[src/rtl/mips_pkg.sv]
// rtl/mips_pkg.sv - shared constants, decode enums and ALU helper for the MIPS-I subset core
// No ports: opcode/funct encodings, reset/halt addresses, ALU and write-back selectors.
package mips_pkg;

  localparam logic [31:0] DEFAULT_RESET_VECTOR = 32'hBFC00000;
  localparam logic [31:0] DEFAULT_HALT_ADDR    = 32'h00000000;

  // Primary opcodes (instr[31:26])
  localparam logic [5:0] OP_SPECIAL = 6'h00;
  localparam logic [5:0] OP_REGIMM  = 6'h01;
  localparam logic [5:0] OP_J       = 6'h02;
  localparam logic [5:0] OP_JAL     = 6'h03;
  localparam logic [5:0] OP_BEQ     = 6'h04;
  localparam logic [5:0] OP_BNE     = 6'h05;
  localparam logic [5:0] OP_BLEZ    = 6'h06;
  localparam logic [5:0] OP_BGTZ    = 6'h07;
  localparam logic [5:0] OP_ADDIU   = 6'h09;
  localparam logic [5:0] OP_SLTI    = 6'h0A;
  localparam logic [5:0] OP_SLTIU   = 6'h0B;
  localparam logic [5:0] OP_ANDI    = 6'h0C;
  localparam logic [5:0] OP_ORI     = 6'h0D;
  localparam logic [5:0] OP_XORI    = 6'h0E;
  localparam logic [5:0] OP_LUI     = 6'h0F;
  localparam logic [5:0] OP_LW      = 6'h23;
  localparam logic [5:0] OP_SW      = 6'h2B;

  // SPECIAL funct codes (instr[5:0])
  localparam logic [5:0] FN_SLL  = 6'h00;
  localparam logic [5:0] FN_SRL  = 6'h02;
  localparam logic [5:0] FN_SRA  = 6'h03;
  localparam logic [5:0] FN_SLLV = 6'h04;
  localparam logic [5:0] FN_SRLV = 6'h06;
  localparam logic [5:0] FN_SRAV = 6'h07;
  localparam logic [5:0] FN_JR   = 6'h08;
  localparam logic [5:0] FN_JALR = 6'h09;
  localparam logic [5:0] FN_ADDU = 6'h21;
  localparam logic [5:0] FN_SUBU = 6'h23;
  localparam logic [5:0] FN_AND  = 6'h24;
  localparam logic [5:0] FN_OR   = 6'h25;
  localparam logic [5:0] FN_XOR  = 6'h26;
  localparam logic [5:0] FN_NOR  = 6'h27;
  localparam logic [5:0] FN_SLT  = 6'h2A;
  localparam logic [5:0] FN_SLTU = 6'h2B;

  // REGIMM rt selectors
  localparam logic [4:0] RT_BLTZ = 5'd0;
  localparam logic [4:0] RT_BGEZ = 5'd1;

  typedef enum logic [3:0] {
    ALU_ADD, ALU_SUB, ALU_AND, ALU_OR, ALU_XOR, ALU_NOR,
    ALU_SLT, ALU_SLTU, ALU_SLL, ALU_SRL, ALU_SRA, ALU_LUI
  } alu_op_t;

  typedef enum logic [1:0] {
    WB_ALU, WB_MEM, WB_LINK
  } wb_sel_t;

  // Shifts operate on b (rt) by sh; LUI places b[15:0] in the upper half.
  function automatic logic [31:0] alu_compute(input alu_op_t op, input logic [31:0] a,
                                               input logic [31:0] b, input logic [4:0] sh);
    logic [31:0] r;
    case (op)
      ALU_ADD:  r = a + b;
      ALU_SUB:  r = a - b;
      ALU_AND:  r = a & b;
      ALU_OR:   r = a | b;
      ALU_XOR:  r = a ^ b;
      ALU_NOR:  r = ~(a | b);
      ALU_SLT:  r = {31'd0, $signed(a) < $signed(b)};
      ALU_SLTU: r = {31'd0, a < b};
      ALU_SLL:  r = b << sh;
      ALU_SRL:  r = b >> sh;
      ALU_SRA:  r = $unsigned($signed(b) >>> sh);
      ALU_LUI:  r = {b[15:0], 16'd0};
      default:  r = a + b;
    endcase
    return r;
  endfunction

endpackage

[src/rtl/mips_register_file.sv]
// rtl/mips_register_file.sv - 32x32 GPR file, two async read ports, one sync write port
// Ports: clk, reset (async, active-high, clears all registers), write_enable/write_addr/write_data,
//        read_addr_a/read_data_a, read_addr_b/read_data_b, register_v0 (live $2).
module mips_register_file import mips_pkg::*; (
  input  logic        clk,
  input  logic        reset,
  input  logic        write_enable,
  input  logic [4:0]  write_addr,
  input  logic [31:0] write_data,
  input  logic [4:0]  read_addr_a,
  output logic [31:0] read_data_a,
  input  logic [4:0]  read_addr_b,
  output logic [31:0] read_data_b,
  output logic [31:0] register_v0
);

  logic [31:0] regs [0:31];

  always_ff @(posedge clk or posedge reset) begin
    if (reset) begin
      for (int i = 0; i < 32; i++) regs[i] <= '0;
    end else if (write_enable && (write_addr != 5'd0)) begin
      regs[write_addr] <= write_data;
    end
  end

  // $0 is never written, but force the read anyway so it cannot depend on reset history.
  assign read_data_a = (read_addr_a == 5'd0) ? 32'd0 : regs[read_addr_a];
  assign read_data_b = (read_addr_b == 5'd0) ? 32'd0 : regs[read_addr_b];
  assign register_v0 = regs[2];

endmodule

[src/rtl/mips_cpu_harvard.sv]
// rtl/mips_cpu_harvard.sv - single-cycle MIPS-I subset CPU with split instruction/data ports
// Ports: clk, reset (async, active-high), clk_enable (0 freezes all state), active (0 once PC==HALT_ADDR),
//        register_v0 ($2), instr_address/instr_readdata (combinational fetch),
//        data_address/data_write/data_read/data_writedata/data_readdata (combinational data access).
module mips_cpu_harvard import mips_pkg::*; #(
  parameter logic [31:0] RESET_VECTOR = DEFAULT_RESET_VECTOR,
  parameter logic [31:0] HALT_ADDR    = DEFAULT_HALT_ADDR
) (
  input  logic        clk,
  input  logic        reset,
  output logic        active,
  output logic [31:0] register_v0,
  input  logic        clk_enable,
  output logic [31:0] instr_address,
  input  logic [31:0] instr_readdata,
  output logic [31:0] data_address,
  output logic        data_write,
  output logic        data_read,
  output logic [31:0] data_writedata,
  input  logic [31:0] data_readdata
);

  // The PC is stored XOR'd with RESET_VECTOR so an all-zero register (reset or power-up)
  // decodes to RESET_VECTOR without needing initial values.
  logic [31:0] pc_q;
  logic        pending_q;
  logic [31:0] target_q;
  logic [31:0] pc;
  logic        commit;

  assign pc            = pc_q ^ RESET_VECTOR;
  assign instr_address = pc;
  assign active        = (pc != HALT_ADDR);
  assign commit        = clk_enable && active;

  // Instruction fields
  logic [5:0]  op, funct;
  logic [4:0]  rs, rt, rd, shamt;
  logic [31:0] imm_sext, imm_zext;

  assign op       = instr_readdata[31:26];
  assign rs       = instr_readdata[25:21];
  assign rt       = instr_readdata[20:16];
  assign rd       = instr_readdata[15:11];
  assign shamt    = instr_readdata[10:6];
  assign funct    = instr_readdata[5:0];
  assign imm_sext = {{16{instr_readdata[15]}}, instr_readdata[15:0]};
  assign imm_zext = {16'd0, instr_readdata[15:0]};

  logic [31:0] rs_val, rt_val;
  logic [31:0] pc_plus4, pc_plus8, branch_target, jump_target;

  assign pc_plus4      = pc + 32'd4;
  assign pc_plus8      = pc + 32'd8;
  assign branch_target = pc_plus4 + {imm_sext[29:0], 2'b00};
  assign jump_target   = {pc_plus4[31:28], instr_readdata[25:0], 2'b00};

  // Decode
  alu_op_t     alu_op;
  wb_sel_t     wb_sel;
  logic [31:0] alu_b;
  logic [4:0]  shift_amt;
  logic        rf_we;
  logic [4:0]  rf_waddr;
  logic        is_load, is_store;
  logic        take;
  logic [31:0] take_target;

  always_comb begin
    alu_op      = ALU_ADD;
    wb_sel      = WB_ALU;
    alu_b       = rt_val;
    shift_amt   = shamt;
    rf_we       = 1'b0;
    rf_waddr    = rd;
    is_load     = 1'b0;
    is_store    = 1'b0;
    take        = 1'b0;
    take_target = branch_target;
    case (op)
      OP_SPECIAL: begin
        rf_we = 1'b1;
        case (funct)
          FN_SLL:  alu_op = ALU_SLL;
          FN_SRL:  alu_op = ALU_SRL;
          FN_SRA:  alu_op = ALU_SRA;
          FN_SLLV: begin alu_op = ALU_SLL; shift_amt = rs_val[4:0]; end
          FN_SRLV: begin alu_op = ALU_SRL; shift_amt = rs_val[4:0]; end
          FN_SRAV: begin alu_op = ALU_SRA; shift_amt = rs_val[4:0]; end
          FN_ADDU: alu_op = ALU_ADD;
          FN_SUBU: alu_op = ALU_SUB;
          FN_AND:  alu_op = ALU_AND;
          FN_OR:   alu_op = ALU_OR;
          FN_XOR:  alu_op = ALU_XOR;
          FN_NOR:  alu_op = ALU_NOR;
          FN_SLT:  alu_op = ALU_SLT;
          FN_SLTU: alu_op = ALU_SLTU;
          FN_JR:   begin rf_we = 1'b0; take = 1'b1; take_target = rs_val; end
          FN_JALR: begin take = 1'b1; take_target = rs_val; wb_sel = WB_LINK; end
          default: rf_we = 1'b0;
        endcase
      end
      OP_REGIMM: begin
        if (rt == RT_BLTZ) take = rs_val[31];
        else if (rt == RT_BGEZ) take = !rs_val[31];
      end
      OP_J:    begin take = 1'b1; take_target = jump_target; end
      OP_JAL:  begin
        take = 1'b1; take_target = jump_target;
        rf_we = 1'b1; rf_waddr = 5'd31; wb_sel = WB_LINK;
      end
      OP_BEQ:  take = (rs_val == rt_val);
      OP_BNE:  take = (rs_val != rt_val);
      OP_BLEZ: take = rs_val[31] || (rs_val == 32'd0);
      OP_BGTZ: take = !rs_val[31] && (rs_val != 32'd0);
      OP_ADDIU: begin alu_b = imm_sext; rf_we = 1'b1; rf_waddr = rt; end
      OP_SLTI:  begin alu_op = ALU_SLT;  alu_b = imm_sext; rf_we = 1'b1; rf_waddr = rt; end
      OP_SLTIU: begin alu_op = ALU_SLTU; alu_b = imm_sext; rf_we = 1'b1; rf_waddr = rt; end
      OP_ANDI:  begin alu_op = ALU_AND;  alu_b = imm_zext; rf_we = 1'b1; rf_waddr = rt; end
      OP_ORI:   begin alu_op = ALU_OR;   alu_b = imm_zext; rf_we = 1'b1; rf_waddr = rt; end
      OP_XORI:  begin alu_op = ALU_XOR;  alu_b = imm_zext; rf_we = 1'b1; rf_waddr = rt; end
      OP_LUI:   begin alu_op = ALU_LUI;  alu_b = imm_zext; rf_we = 1'b1; rf_waddr = rt; end
      OP_LW:    begin rf_we = 1'b1; rf_waddr = rt; wb_sel = WB_MEM; is_load = 1'b1; end
      OP_SW:    is_store = 1'b1;
      default:  ;
    endcase
  end

  logic [31:0] alu_result, wb_data;

  assign alu_result = alu_compute(alu_op, rs_val, alu_b, shift_amt);

  always_comb begin
    case (wb_sel)
      WB_MEM:  wb_data = data_readdata;
      WB_LINK: wb_data = pc_plus8;
      default: wb_data = alu_result;
    endcase
  end

  mips_register_file u_regs (
    .clk          (clk),
    .reset        (reset),
    .write_enable (rf_we && commit),
    .write_addr   (rf_waddr),
    .write_data   (wb_data),
    .read_addr_a  (rs),
    .read_data_a  (rs_val),
    .read_addr_b  (rt),
    .read_data_b  (rt_val),
    .register_v0  (register_v0)
  );

  assign data_address   = rs_val + imm_sext;
  assign data_writedata = rt_val;
  assign data_read      = is_load && active;
  assign data_write     = is_store && commit;

  // A taken jump/branch only arms the target; the delay-slot instruction runs first,
  // then the armed target replaces PC+4 on the following commit.
  logic [31:0] next_pc;
  assign next_pc = pending_q ? target_q : pc_plus4;

  always_ff @(posedge clk or posedge reset) begin
    if (reset) begin
      pc_q      <= '0;
      pending_q <= 1'b0;
      target_q  <= '0;
    end else if (commit) begin
      pc_q      <= next_pc ^ RESET_VECTOR;
      pending_q <= take;
      target_q  <= take_target;
    end
  end

endmodule

[config.mk]
export PLATFORM = sky130hd
export DESIGN_NAME = mips_cpu_harvard
export DESIGN_NICKNAME = d
export VERILOG_FILES = /design/src/rtl/mips_pkg.sv /design/src/rtl/mips_register_file.sv /design/src/rtl/mips_cpu_harvard.sv
export SDC_FILE = /design/constraint.sdc
export NUM_CORES = 2
export LEC_CHECK = 0
export BUFFER_PORTS_ARGS = -buffer_cell sky130_fd_sc_hd__buf_2
export CORE_ASPECT_RATIO = 1.75
export CORE_UTILIZATION = 64
export DETAILED_ROUTE_END_ITERATION = 16
export PLACE_DENSITY = 0.84
export SLEW_MARGIN = 20
export SYNTH_ARGS = -nofsm -noshare
export SYNTH_HDL_FRONTEND = slang
export SYNTH_SLANG_ARGS = --single-unit
[constraint.sdc]
create_clock -name clk -period 41.6 [get_ports clk]
set_clock_uncertainty 0.15 [all_clocks]
set_input_delay 4.16 -clock clk [delete_from_list [all_inputs] [get_ports clk]]
set_output_delay 4.16 -clock clk [all_outputs]
set_load 0.05 [all_outputs]
# Yosys cells after proc, flatten, opt, wreduce, memory -nomap -nowiden
# Index checks and enable logic that the tools add are counted.
[classes]
n_addsub = 6
order_cmp = 6
n_eq_ne = 47
shift = 3
n_mux = 32
bitwise = 9
reduce_logical = 28
[op_table]
columns = ["op", "count"]
rows = [
  ["bitwise mux 1024 bit", 1],
  ["one-hot mux 32 bit (11 select lines)", 1],
  ["binary-select mux 32 bit (select 5 bit)", 2],
  ["two-way mux 32 bit", 9],
  ["one-hot mux 32 bit (2 select lines)", 3],
  ["demux 32 bit (select 5 bit)", 1],
  ["adder 32 bit", 3],
  ["< comparator 32 bit", 2],
  ["nonzero test 32 bit", 2],
  ["equality test 6 bit (second input constant)", 10],
  ["equality test 6 x 4 -> 1 bit (second input constant)", 9],
  ["equality test 6 x 3 -> 1 bit (second input constant)", 7],
  ["one-hot mux 4 bit (10 select lines)", 1],
  ["adder 32 x 3 -> 32 bit (second input constant)", 1],
  ["adder 32 x 4 -> 32 bit (second input constant)", 1],
  ["AND 32 bit", 1],
  ["equality test 32 bit", 1],
  ["zero test 32 bit", 1],
  ["!= test 32 bit", 1],
  ["NOT 32 bit", 1],
  ["OR 32 bit", 1],
  ["left shift 32 x 5 -> 32 bit", 1],
  ["right shift 32 x 5 -> 32 bit", 1],
  [">>> shifter 32 x 5 -> 32 bit", 1],
  ["35 further kinds", 69],
]
[totals]
regBits = 1089
inputBits = 67
elab_cells = 166

# Depth between registers and ports, before layout
[logic_depth]
ltp_word = 11
mapped_depth = 27

# By module
# Synthesis repeated with hierarchy kept, for this count alone.
[unflattened]
cells_unflattened = 6456
area_unflattened_um2 = 74101.1
[modules_own_cells]
columns = ["mod", "n_inst", "cells_each", "area_per_inst_um2"]
rows = [
  ["mips_register_file", 1, 3646, 55091.6],
  ["mips_cpu_harvard", 1, 2810, 19009.5],
]

# Worst setup path after synthesis
# Ideal clock, no wire load.
[synth_path]
path_type = "input-to-output"
start = "in instr_readdata[22]"
end = "out data_address[31]"
arrival_ns = 10.193
t_required_ns = 37.290
setup_slack_ns = 27.097
stages = 24
n_path_buf = 6
path_cell_list = "buf_4 > buf_2 > buf_2 > buf_2 > buf_1 > clkbuf_1 > mux4_2 > mux4_2 > nand2_1 > a21oi_1 > ha_1 > a21o_1 > a21oi_1 > a31oi_1 > a211oi_1 > o31a_1 > o21bai_1 > a211oi_1 > o31ai_1 > nand3_1 > nand3_1 > or4_1 > and3_1 > a211oi_1"
[synth_between]
elab_chain_len = 6
[synth_rtl]
columns = ["item", "line_no", "source"]
rows = [
  ["start: declaration", "mips_cpu_harvard.sv:15", "input logic [31:0] instr_readdata,"],
  ["NOT 5 -> 6 bit (not written as such)", "mips_register_file.sv:28", "assign read_data_a = (read_addr_a == 5'd0) ? 32'd0 : regs[read_addr_a];"],
  ["binary-select mux 32 bit (select 5 bit)", "mips_register_file.sv:28", ""],
  ["two-way mux 32 bit (not written as such) (2 in a row)", "mips_register_file.sv:28", ""],
  ["two-way mux 32 bit (*)", "mips_register_file.sv:28", ""],
  ["adder 32 bit (*)", "mips_cpu_harvard.sv:154", "assign data_address = rs_val + imm_sext;"],
  ["end: declaration", "mips_cpu_harvard.sv:16", "output logic [31:0] data_address,"],
]
# Mark *: on every way between the ends. The rest lies on a longest branch, timed or not. The select of a mux whose other input is x is not followed.

# Worst setup path after layout
[layout_path]
start = "in instr_readdata[21]"
end = "out data_address[30]"
# Same word-level chain as after synthesis.

==> summary.md <==
| Metric | Value |
|---|---|
| Via-per-instance ratio | 7.70 |
| Largest net degree at the start of global routing | 130 |
| Reg2Reg Launch Point | u_regs.register_v0[1]$_DFFE_PP0P_ |
| Initial drt markers | 10300 |
| Cts bufs inserted | 95 |
| H-tree levels | 3 |
| Largest stage delay, worst path | 870 ps |
| Hold depth | 0 |
| Sinks on Clock Net | 1089 |
| Data required, critical path | 37290 ps |
| Primary FF master, synth | dfrtp_1 |
| Via Count | 69100 |
| Synthesized cell area | 72500 sq um |
| Ranking of synthesized cells by area | dfrtp_1 (38%), mux4_2 (11%), mux2i_1 (8.2%), nand2_1 (6.1%), o21ai_0 (5.9%) |
| Hold Slack | 254 ps |
| Vias in the first global route | 69000 |
| Pre-Repair DR Iteration Count | 12 |
| RePlAce Congestion | 1.08 |
| Critical path's slowest cell | buf_4 |
| Die width | 256 um |
| Startpoint types | input port |
| Yosys reg bits | 1089 |
| CP max FO | 55 |
| Most used cell, CP | o21ai_0 |
| Routed Antenna Nets | 0 |
| Final net count | 7628 |
| Root Buffer | clkbuf_16 |
| Leakage | 34.2 nW |
| Relative slew slack | 6.45% |
| Run status | completed |
| Worst Setup Slack post-DPL | 25600 ps |
| Hold Buf Count CTS | 0 |
| Routed wire per std cell | 36.4 um |
| Clk pin slew, worst setup/hold paths | 60 ps |
| Total GRT Usage | 56.9% |
| DIE AREA | 115000 sq um |
| Setup-failing EPs final | 0 |
| Initial Utilization | 64.4% |
| Slack of the worst reg-to-reg path | 33020 ps |
| Share of cells above drive strength 1 | 16.5% |
| Rows | 163 |
| Core area | 113000 sq um |
| DRC | 0 |
| Warnings from Yosys | 0 |
| Non-Filler Instances | 8966 |
| Fin crit share | 38.6% |
| Setup CP Type | in2out |
| Post-CTS Setup Bufs | 0 |
| Synth Instances | 7604 |
| Die Y | 447 um |
| Adder and majority cell fraction of the synthesized area | 2.90% |
| IO Count | 198 |
| Final worst setup slack | 25530 ps |
| R2R cell count | 20 |
| Worst hold-check path type | reg2reg |
| TritonCTS clock tree | built |
| Pwr dens | 41.2 nW/um^2 |
| Placed insts | 8776 |
| Post-CTS sizing | 0 |
| RSZ-0062 raised after global routing | no |
| Synth Area in XOR/XNOR | 2.10% |
| Clock tree buffer depth | 3 |
| Layout Utilization | 68.9% |
| CP endpoint kind | output pin |
| CP Cell Sequence | buf_8, buf_4, mux4_2, mux2i_1, nand3_1, nand2b_1, inv_1, ha_1, inv_1, fa_1, nor2b_1, o21ai_0, a21boi_0, o21ai_0, nand2b_1, a311oi_1, o31ai_1, a41o_1, o41ai_1, o21ai_0, o21a_1, nor2_1, xnor2_1, buf_2 |
| Crit Reg-Reg Endpoint | u_regs.regs[127]$_DFFE_PP0P_ |
| Mux contribution to synthesized area | 21.6% |
| Final TNS setup | 0 ps |
| Mean area per synthesized cell | 9.54 sq um |
| Compound-gate portion of the synthesized area | 17.3% |
| Asr flop ratio synth | 100% |
| Final hold vios | 0 |
| DRT Wirelength | 327000 um |
| Final worst path period need | 16070 ps |
| Slew Viols, Final | 0 |
| Mapped Nets | 7837 |
| Antenna violations before repair | 24 |
| F_max | 62.2 MHz |
| Max-cap violations | 0 |
| Yosys top cell area share | 37.6% |
| Worst hold start | u_regs.regs[1019]$_DFFE_PP0P_ |
| Largest family of logic cells by synthesized area | multiplexers |
| Worst EP arrival | 11760 ps |
| I/O Buffers | 197 |
| EDFF count, synth | 0 |
| Worst-Margin Slew | 1400 ps |
| First-pass GRT wire length | 469000 um |
| Hpwl dp | 218000 um |
| Yosys top cell by area | dfrtp_1 |
| Worst IR Drop VDD | 0.0472 mV |
| WHS Endpoint | u_regs.regs[1019]$_DFFE_PP0P_ |
| Area Growth Syn to Fin | 6.85% |
| Sequential fraction of the synthesis area | 37.6% |
| Synth cell types | 105 |
| Post-Synth Simple-Gate Area | 12.7% |
| Clk_lat worst skew | 770 ps |
| Total congestion overflow | 0 |
==> worst max-delay path by stage <==
stage | cells after the start | startpoint | end
3_3_place_gp | 22 | instr_readdata[21] | data_address[30]
2_1_floorplan | 1 | reset | pc_q[0]$_DFFE_PP0P_
5_1_grt | 24 | instr_readdata[21] | data_address[30]
3_5_place_dp | 22 | instr_readdata[21] | data_address[30]
4_1_cts | 22 | instr_readdata[21] | data_address[30]
6_report | 24 | instr_readdata[21] | data_address[30]
==> power by group <==
| part | switching (mW) | total (mW) | leakage [nW] | internal, mW |
|---|---|---|---|---|
| clock | 0.433 | 0.940 | 1.56 | 0.507 |
| sequential | 0.104 | 1.25 | 14.9 | 1.15 |
| combinational | 0.680 | 0.999 | 17.7 | 0.319 |
| total | 1.22 | 3.19 | 34.2 | 1.98 |
==> Yosys cell counts, types with 25 or more instances <==
library cell / count
dfrtp_1: 1089
buf_1: 33
nand3_1: 166
nor2_1: 419
buf_4: 117
nand2b_1: 35
buf_2: 131
a31oi_1: 63
o22ai_1: 38
mux2i_1: 593
o21ai_0: 850
or2_2: 41
mux4_2: 362
a21o_1: 42
buf_6: 25
a211oi_1: 40
nor4_1: 35
nor2b_1: 28
mux2_1: 30
xnor2_1: 135
mux2_2: 100
inv_1: 136
clkbuf_1: 458
a221oi_1: 50
o31ai_1: 107
nand2_1: 1173
nand4_1: 53
a21oi_1: 369
nor3_1: 68
o211ai_1: 29
xor2_1: 39
o21ai_1: 26
a22oi_1: 191
ha_1: 162
==> cell usage in the layout, fill, tap and decap left out, types with 41 or more instances in the layout <==
master     instances
a21oi_1          362
clkbuf_16         98
a22oi_1          191
a221oi_1          43
dfrtp_1         1088
mux2i_1          588
ha_1             161
nand2_1         1171
nor2_1           416
mux2_2           100
a31oi_1           63
buf_4            262
nor3_1            64
inv_1            134
mux4_2           362
a21o_1            41
nand3_1          165
xnor2_1          133
o31ai_1          107
o21ai_0          844
buf_2            193
nand4_1           53
==> critical path: cells and delay by family <==
| family | cells | cell delay, ps |
|---|---|---|
| xor+xnor | 1 | 120 |
| mux | 2 | 1340 |
| fa+ha+maj | 2 | 440 |
| simple gates | 5 | 980 |
| compound gates | 9 | 2840 |
| buf+inv | 5 | 1810 |
==> layer usage <==
| metal | vias to the layer above | global-route usage (%) | share of wire [%] |
|---|---|---|---|
| met3 | 2517 | 22.3 | 14 |
| met5 | - | 0.342 | 0.047 |
| met4 | 14 | 61.8 | 13 |
| met1 | 32900 | 59.8 | 30 |
| met2 | 6441 | 83.5 | 43 |
| li1 | 27200 | - | - |
==> cells by family (layout without fill, tap and decap cells) <==
family,count (synthesis),in the layout
simple gates,2132,2132
compound gates,2038,2038
mux,1092,1092
flops,1089,1089
buf+inv,913,775
xor+xnor,174,174
fa+ha+maj,166,166
other cells,0,15
==> through the flow <==
step | area [sq um] | power (mW)
after floorplan | 72500 | 1.89
after global placement | 74100 | 2.19
after detailed placement | 74100 | 2.21
after CTS | 77300 | 3.13
after global routing | 77500 | 3.27
final | 77500 | 3.19
==> sequential cells by signal, indices dropped and copies added (netlist names) <==
| register | flops |
|---|---|
| pc_q | 32 |
| target_q | 32 |
| u_regs.regs | 992 |
| pending_q | 1 |
| u_regs.register_v0 | 32 |
==> layout make-up <==
type / count / area [sq um]
diodes: 15 / 37.5
clock inverters: 41 / 499
inverters: 139 / 532
multi-input cells: 5602 / 41500
repair buffers: 468 / 3130
flip-flops and latches: 1089 / 27300
well taps: 1485 / 1860
fillers: 8255 / 35100
clock buffers: 127 / 2690
(Power assumes the default switching activity.)
